$ cat src/rtl/mc_pkg.sv
// Shared state encoding, opcodes and ALU-op codes
// for the multicycle controller and its ALU decoder.
package mc_pkg;

  typedef enum logic [3:0] {
    FETCH,
    DECODE,
    MEMADR,
    MEMRD,
    MEMWB,
    MEMWR,
    EXECUTE,
    ALUWB,
    BRANCH,
    IMMEXEC,
    IMMWB,
    JUMP
  } state_t;

  localparam logic [5:0] OP_LW    = 6'b100011;
  localparam logic [5:0] OP_SW    = 6'b101011;
  localparam logic [5:0] OP_SB    = 6'b101000;
  localparam logic [5:0] OP_RTYPE = 6'b000000;
  localparam logic [5:0] OP_BEQ   = 6'b000100;
  localparam logic [5:0] OP_BLE   = 6'b000110;
  localparam logic [5:0] OP_ADDI  = 6'b001000;
  localparam logic [5:0] OP_LI    = 6'b010001;
  localparam logic [5:0] OP_J     = 6'b000010;

  localparam logic [1:0] ALUOP_ADD   = 2'b00;
  localparam logic [1:0] ALUOP_SUB   = 2'b01;
  localparam logic [1:0] ALUOP_FUNCT = 2'b10;

  localparam logic [3:0] ALU_AND = 4'b0000;
  localparam logic [3:0] ALU_OR  = 4'b0001;
  localparam logic [3:0] ALU_ADD = 4'b0010;
  localparam logic [3:0] ALU_SLL = 4'b0100;
  localparam logic [3:0] ALU_XOR = 4'b0101;
  localparam logic [3:0] ALU_LUI = 4'b0110;
  localparam logic [3:0] ALU_SUB = 4'b1010;
  localparam logic [3:0] ALU_SLT = 4'b1011;

endpackage

$ cat src/rtl/aludec.sv
// ALU decoder: maps aluop/op/funct to an ALU control code
// and flags an unknown R-type funct.
module aludec
  import mc_pkg::*;
(
  input  logic [1:0] aluop,
  input  logic [5:0] op,
  input  logic [5:0] funct,
  output logic [3:0] alucontrol,
  output logic       funct_bad
);

  always_comb begin
    alucontrol = ALU_ADD;
    funct_bad  = 1'b0;
    if (op == OP_LI) begin
      alucontrol = ALU_LUI;
    end else if (aluop == ALUOP_ADD) begin
      alucontrol = ALU_ADD;
    end else if (aluop == ALUOP_SUB) begin
      alucontrol = ALU_SUB;
    end else begin
      case (funct)
        6'b000000: alucontrol = ALU_SLL;
        6'b100000: alucontrol = ALU_ADD;
        6'b100010: alucontrol = ALU_SUB;
        6'b100100: alucontrol = ALU_AND;
        6'b100101: alucontrol = ALU_OR;
        6'b101010: alucontrol = ALU_SLT;
        6'b110011: alucontrol = ALU_XOR;
        default: begin
          alucontrol = ALU_AND;
          funct_bad  = 1'b1;
        end
      endcase
    end
  end

endmodule

$ cat src/rtl/mc_controller.sv
// Multicycle Moore controller: sequences fetch, decode,
// memory, ALU, branch and jump steps for one instruction.
module mc_controller (
  input  logic       clk,
  input  logic       reset,
  input  logic [5:0] op,
  input  logic [5:0] funct,
  input  logic       mem_ready,
  output logic       pcwrite,
  output logic       irwrite,
  output logic       iord,
  output logic       memwrite,
  output logic       sbyte,
  output logic       regwrite,
  output logic       regdst,
  output logic       memtoreg,
  output logic       alusrca,
  output logic       branch,
  output logic       branchle,
  output logic       illegal_op,
  output logic [1:0] alusrcb,
  output logic [1:0] pcsrc,
  output logic [3:0] alucontrol
);
  import mc_pkg::*;

  state_t     state_q, state_d;
  logic [1:0] aluop;
  logic       funct_bad;

  aludec u_aludec (
    .aluop      (aluop),
    .op         (op),
    .funct      (funct),
    .alucontrol (alucontrol),
    .funct_bad  (funct_bad)
  );

  always_ff @(posedge clk) begin
    if (!reset) state_q <= FETCH;
    else        state_q <= state_d;
  end

  always_comb begin
    state_d    = state_q;
    aluop      = ALUOP_ADD;
    pcwrite    = 1'b0;
    irwrite    = 1'b0;
    iord       = 1'b0;
    memwrite   = 1'b0;
    sbyte      = 1'b0;
    regwrite   = 1'b0;
    regdst     = 1'b0;
    memtoreg   = 1'b0;
    alusrca    = 1'b0;
    branch     = 1'b0;
    branchle   = 1'b0;
    illegal_op = 1'b0;
    alusrcb    = 2'b00;
    pcsrc      = 2'b00;
    unique case (state_q)
      FETCH: begin
        alusrcb = 2'b01;
        pcwrite = mem_ready;
        irwrite = mem_ready;
        if (mem_ready) state_d = DECODE;
      end
      DECODE: begin
        alusrcb = 2'b11;
        case (op)
          OP_LW, OP_SW, OP_SB: state_d = MEMADR;
          OP_RTYPE:            state_d = EXECUTE;
          OP_BEQ, OP_BLE:      state_d = BRANCH;
          OP_ADDI, OP_LI:      state_d = IMMEXEC;
          OP_J:                state_d = JUMP;
          default: begin
            illegal_op = 1'b1;
            state_d    = FETCH;
          end
        endcase
      end
      MEMADR: begin
        alusrca = 1'b1;
        alusrcb = 2'b10;
        state_d = (op == OP_LW) ? MEMRD : MEMWR;
      end
      MEMRD: begin
        iord = 1'b1;
        if (mem_ready) state_d = MEMWB;
      end
      MEMWB: begin
        memtoreg = 1'b1;
        regwrite = 1'b1;
        state_d  = FETCH;
      end
      MEMWR: begin
        iord     = 1'b1;
        memwrite = mem_ready;
        sbyte    = (op == OP_SB);
        if (mem_ready) state_d = FETCH;
      end
      EXECUTE: begin
        alusrca    = 1'b1;
        aluop      = ALUOP_FUNCT;
        illegal_op = funct_bad;
        state_d    = ALUWB;
      end
      ALUWB: begin
        regdst   = 1'b1;
        regwrite = 1'b1;
        state_d  = FETCH;
      end
      BRANCH: begin
        alusrca  = 1'b1;
        aluop    = ALUOP_SUB;
        pcsrc    = 2'b01;
        branch   = (op == OP_BEQ);
        branchle = (op == OP_BLE);
        state_d  = FETCH;
      end
      IMMEXEC: begin
        alusrca = 1'b1;
        alusrcb = 2'b10;
        state_d = IMMWB;
      end
      IMMWB: begin
        regwrite = 1'b1;
        state_d  = FETCH;
      end
      JUMP: begin
        pcsrc   = 2'b10;
        pcwrite = 1'b1;
        state_d = FETCH;
      end
      default: state_d = FETCH;
    endcase
    // architectural write strobes stay quiet while held in reset
    if (!reset) begin
      pcwrite    = 1'b0;
      irwrite    = 1'b0;
      memwrite   = 1'b0;
      regwrite   = 1'b0;
      illegal_op = 1'b0;
    end
  end

endmodule

$ cat config.mk
export PLATFORM = sky130hd
export DESIGN_NAME = mc_controller
export DESIGN_NICKNAME = d
export VERILOG_FILES = /design/src/rtl/mc_pkg.sv /design/src/rtl/aludec.sv /design/src/rtl/mc_controller.sv
export SDC_FILE = /design/constraint.sdc
export NUM_CORES = 1
export LEC_CHECK = 0
export ABC_AREA = 0
export CORE_UTILIZATION = 43
export DETAILED_ROUTE_END_ITERATION = 16
export PLACE_DENSITY = 0.8
export SLEW_MARGIN = 30
export SYNTH_ARGS = -nofsm -noshare
export SYNTH_HDL_FRONTEND = slang
export SYNTH_HIERARCHICAL = 1
export SYNTH_SLANG_ARGS = --single-unit
$ cat constraint.sdc
create_clock -name clk -period 2.3 [get_ports clk]
set_clock_uncertainty 0.05 [all_clocks]
set_input_delay 0.46 -clock clk [delete_from_list [all_inputs] [get_ports clk]]
set_output_delay 0.46 -clock clk [all_outputs]
set_load 0.05 [all_outputs]
==> results.toml, run 1 <==
[run_status]
outcome = "complete, no violations"

[clock_tree]
numCtsBuffers = 3
cts_tree = "done"
cts_sinks = 4
ctsRootBufferMaster = "clkbuf_4"
htreeDepth = 1
ctsHoldBuffers = 0
clockBufferDepth = 2
cts.clk_slew.worst_paths_ps = 30
clock_latency_ps = 230

[die]
core-area_sq_um = 1780
row_count = 15
start_util_pct = 47.4
die_x_um = 46.3
die_y_um = 46.3
ios = 35
dieArea_sq_um = 2150

[power]
p_total_uw = 411
p_per_area_nw_per_um2 = 252
peakVddDrop_mv = 0.221
leakagePower_uw = 0.000656

[timing]
fin_hold_ws_ps = 687
hold_viol = 0
grt_setup_unrepaired = "true"
slew_headroom_pct = 73.0
period_needed_ps = 2290
finalSetupTns_ps = 0
setup_violations = 0
finalCritPeriodShare_pct = 99.5
max_clock_freq_mhz = 437
worst_pin_slew_ps = 399
slew_violations = 0

[finish]
fin_util_pct = 91.6
top_register = "state_q"
area_growth_pct = 93.3
num_antenna_cells = 0
largest_reg_flops = 4
reg_top3 = "state_q x4"
final_nets = 207
drive_above_1_share_pct = 45.3

[yosys]
netlist.top_cell.by_area = "nand2b_1"
avgSynthCellArea_sq_um = 6.50
yosys-top-cells-area = "nand2b_1, dfxtp_1, nor2_1"
ys_ff_latch = 4
syn_inst = 130
yosysSeqAreaShare_pct = 9.48
synthDominantCellAreaShare_pct = 9.63
yosysMostFrequentCell = "nor2_1"
synth_edf_count = 0
ys_top_cells_by_count = "nor2_1, nand2_1, nand2b_1"
syn-num-nets = 145
yosysUniqueCellTypes = 43
ys_warn_count = 6
syn-cell-area_sq_um = 845
synthFlopType = "dfxtp_1"
synthArstFlopShare_pct = 0

[setup_path]
critPathLaunch = "op[4]"
cp.required_ps = 1790
end_kind = "primary output"
path_cells = "dlygate4sd2_1 -> nor4b_2 -> nand3b_1 -> nand2_2 -> nor3b_2 -> nand3_1 -> o32ai_4 -> buf_12"
start_kind = "input pin"
critPathMaxStageDelay_ps = 250
criticalPathCategory = "input pin to primary output"
reg2reg_slack_ps = 730
cp_max_fo = 3
arrival_ps = 1780
reg2reg_from = "state_q[2]$_SDFFE_PN0P_"
cp_slowest_cell = "dlygate4sd2_1"

[route]
vias = 1350
ant_nets = 0
drc = 0
viasPerCell = 6.28
post_drt_wl_per_cell_um = 17.3
firstDrtPassIters = 4
drt_iter0_markers = 56
wirelength_um = 3720

[global_route]
grt_usage_pct = 36.6
grt_antenna_before_repair = 0
grt_overflow_total = 0
grt_pass1_vias = 1326
grt_max_degree = 18
grt_pass1_wl_um = 5670

[flow_run]
max_cap_violations = 0

[placed_design]
hpwl_um = 2500
numPortBuffers = 34
gp_congestion = 0.936

[worst_hold_path]
worstHoldStart = "state_q[1]$_SDFFE_PN0P_"
hold_class = "register to register"
-- cell families after synthesis --
group / count (synthesis) / share of synthesized area, %
AOI/OAI and AO/OA: 27 / 22.5
xor gates and xnor gates: 1 / 1.04
DFF: 4 / 9.48
muxes: 1 / 1.19
and+or+nand+nor: 85 / 57.3
buffers and inverters: 12 / 8.44
-- metal layers --
layer	vias up	global-route usage, %	routed length (um)
met5	-	0	0
met4	0	20.0	161
met3	21	7.45	330
met2	102	65.8	1890
met1	625	38.8	1340
li1	602	-	-
-- metrics by stage --
step	instance area [sq um]	std cells	setup slack [ps]
after floorplan	858	130	14.1
after global placement	1550	210	-283
after detailed placement	1550	210	-336
after CTS	1620	215	0.658
after global routing	1630	215	-44.8
final	1630	215	10.4
-- final cells by class --
type | count | area, sq um
clock buffers | 3 | 22.5
repair buffers | 66 | 696
multi-input cells | 114 | 790
fillers | 67 | 150
well taps | 25 | 31.3
inverters | 3 | 11.3
flip-flops and latches | 4 | 82.6
-- layout by cell type, fill, tap and decap left out, drive strengths merged, types with 5 or more instances in the layout --
master	n
nand3	5
nor3	7
nand2	14
a21oi	9
clkbuf	6
buf	55
nand2b	13
nor2	17
-- power breakdown --
part / internal, uW / switching [uW]
Combinational: 109 / 130
Clock: 58.3 / 27.9
Sequential: 73.6 / 12.6
Total: 241 / 170
-- repair_timing --
action | CTS | global route
hold endpoints to repair | 0 | 0
cloned | 0 | 0
resized for setup | 31 | 20
setup buffers | 2 | 0
pin swaps | 7 | 5
setup endpoints to repair | 7 | 7
-- worst max-delay path, delay by kind of cell --
| family | cells | cell delay (ps) |
|---|---|---|
| AOI/OAI and AO/OA | 1 | 160 |
| buffers and inverters | 2 | 420 |
| and+or+nand+nor | 5 | 730 |
-- worst paths after layout --
| kind | to | depth (start not counted) |
|---|---|---|
| worst min-delay path | state_q[1]$_SDFFE_PN0P_ | 3 |
| worst min register to register | state_q[1]$_SDFFE_PN0P_ | 3 |
| worst max-delay path | illegal_op | 8 |
| worst max register to register | state_q[0]$_SDFFE_PN0P_ | 5 |
No activity file was read; power rests on OpenSTA's default activity.
==> inputs of run 2 (changes only) <==
--- a/config.mk
+++ b/config.mk
@@ -6,7 +6,9 @@
 export NUM_CORES = 1
 export LEC_CHECK = 0
 export ABC_AREA = 0
+export CAP_MARGIN = 20
 export CORE_UTILIZATION = 43
+export CTS_CLUSTER_SIZE = 30
 export DETAILED_ROUTE_END_ITERATION = 16
 export PLACE_DENSITY = 0.8
 export SLEW_MARGIN = 30
==> results of run 2 <==
No change in the layout: final DEF, timing and power equal those of run 1.
==> inputs of run 3 (changes only) <==
--- a/config.mk
+++ b/config.mk
@@ -8,6 +8,7 @@
 export ABC_AREA = 0
 export CAP_MARGIN = 20
 export CORE_UTILIZATION = 43
+export CTS_CLUSTER_DIAMETER = 200
 export CTS_CLUSTER_SIZE = 30
 export DETAILED_ROUTE_END_ITERATION = 16
 export PLACE_DENSITY = 0.8
==> constraint.sdc (replaced) <==
create_clock -name clk -period 2.3 [get_ports clk]
set_clock_uncertainty 0.05 [all_clocks]
set_input_delay 0.46 -clock clk [delete_from_list [all_inputs] [get_ports clk]]
set_output_delay 0.46 -clock clk [all_outputs]
set_load 0.005 [all_outputs]
==> run 3 against run 2 <==
Highest routed layer unchanged; hold slack got worse by 39 ps; sequential cell count unchanged; via count increased by 11%.
==> results.toml, run 3 (synthesis gave the netlist of run 1 again) <==
[run_status]
outcome = "complete, no violations"

[timing]
slew_violations = 0
finalCritPeriodShare_pct = 99.8
max_clock_freq_mhz = 436
period_needed_ps = 2290
grt_setup_unrepaired = "true"
finalSetupTns_ps = 0
slew_headroom_pct = 73.1
hold_viol = 0
setup_ws_ps = 5.71
worst_pin_slew_ps = 399
setup_violations = 0

[power]
power.switching_uw = 162
swShare_pct = 40.7
combPwrFrac_pct = 54.1
leakagePower_uw = 0.000746
peakVddDrop_mv = 0.215
clkPwrFrac_pct = 25.8
pwr-share-seq_pct = 20.0
p_int_uw = 236
p_per_area_nw_per_um2 = 246

[finish]
area_growth_pct = 92.3
num_antenna_cells = 0
reg_top3 = "state_q x4"
fill_cells = 85
final_common_cell = "buf_4"
final_nets = 225
largest_reg_flops = 4
drive_above_1_share_pct = 39.9
top_register = "state_q"
final_cell_mix = "buf_4, nand2_1, nor2_1, nand2b_1, clkdlybuf4s50_1"

[flow_run]
max_cap_violations = 0

[route]
viasPerCell = 6.40
post_drt_wl_per_cell_um = 19.2
drc = 0
firstDrtPassIters = 5
drt_iter0_markers = 84
vias = 1492
wirelength_um = 4470
ant_nets = 0

[clock_tree]
cts.clk_slew.worst_paths_ps = 50
cts_tree = "done"
clock_latency_ps = 260
ctsHoldBuffers = 0
htreeDepth = 1
cts_sinks = 4
numCtsBuffers = 3
clockBufferDepth = 2
ctsRootBufferMaster = "clkbuf_4"

[placed_design]
hpwl_um = 2460
numPortBuffers = 34
gp_congestion = 0.905
dp_slack_ps = -683

[global_route]
grt_max_degree = 15
grt_overflow_total = 0
grt_pass1_wl_um = 5630
grt_pass1_vias = 1257
grt_usage_pct = 37.0
grt_antenna_before_repair = 0

[setup_path]
arrival_ps = 1780
reg2reg_slack_ps = 700
ff2ff_path_depth = 6
cp_max_fo = 14
cp.required_ps = 1790
start_kind = "register"
reg2reg_to = "state_q[1]$_SDFFE_PN0P_"
end_kind = "primary output"
criticalPathCategory = "register to primary output"
critPathLaunch = "state_q[3]$_SDFFE_PN0P_"
reg2reg_from = "state_q[1]$_SDFFE_PN0P_"

[die]
row_count = 15
ios = 35
start_util_pct = 47.4
die_x_um = 46.3
dieArea_sq_um = 2150
die_y_um = 46.3
core-area_sq_um = 1780

[worst_hold_path]
hold_class = "register to register"
worstHoldStart = "state_q[1]$_SDFFE_PN0P_"
whs_endpoint = "state_q[1]$_SDFFE_PN0P_"
min_path_cells = 3
[run 3: cell types whose count changed in the layout (fill, tap and decap cells not counted), moves of 3 or more]
| cell | previous run | this run |
|---|---|---|
| dlygate4sd2_1 | 4 | 9 |
| dlymetal6s2s_1 | 0 | 4 |
| nor2_1 | 15 | 12 |
| buf_4 | 36 | 45 |
| clkdlybuf4s50_1 | 2 | 10 |
| nor2_4 | 0 | 3 |
| buf_12 | 16 | 0 |
| buf_6 | 0 | 5 |
[run 3: worst max-delay path: stages, from the launching register on]
cell and delay, ps:
dfxtp_1 350, buf_6 170, nand2b_4 170, nor2_4 150
and3_1 180, clkdlybuf4s50_1 510
[run 3: area by class of cell]
class	instances	area (sq um)	share of cell area, %
flip-flops and latches	4	82.6	5.08
repair buffers	84	694	42.8
clock buffers	3	22.5	1.39
inverters	3	11.3	0.693
multi-input cells	114	782	48.2
well taps	25	31.3	1.93
[run 3: per-stage QoR]
stage	cells	area [sq um]	hold WS (ps)	power (uW)	util, %
2_1_floorplan	130	845	524	158	-
3_3_place_gp	218	1440	612	260	80.8
3_5_place_dp	218	1440	622	265	80.8
4_1_cts	225	1560	636	361	87.3
5_1_grt	233	1620	688	412	91.1
6_report	233	1620	648	399	91.1
[run 3: worst max-delay path by stage]
stage / endpoint / slack, ps / cells after the start
2_1_floorplan: illegal_op / 350 / 7
4_1_cts: illegal_op / -50 / 8
6_report: memwrite / 6 / 5
3_5_place_dp: illegal_op / -680 / 8
3_3_place_gp: illegal_op / -570 / 8
5_1_grt: memwrite / -50 / 5
[run 3: power groups by stage]
stage	combinational (uW)	clock [uW]	sequential, uW
5_1_grt	227	105	79.7
2_1_floorplan	81.6	0	76.5
6_report	216	103	79.9
3_5_place_dp	188	0	77.0
4_1_cts	191	93.7	76.7
3_3_place_gp	183	0	77.2
[run 3: layer usage]
layer,up-vias,wire (um),GRT usage (%),part of all wire [%]
li1,648,-,-,-
met1,682,1720,43.2,38
met2,130,2130,59.4,48
met3,32,458,10.6,10
met4,0,159,20.6,3.6
met5,-,0,0,0
[run 3: what timing repair did]
action,CTS,global route
pin swaps,6,11
buffers inserted,4,8
endpoints found under the setup margin,14,9
resized for setup,51,25
cloned,0,0
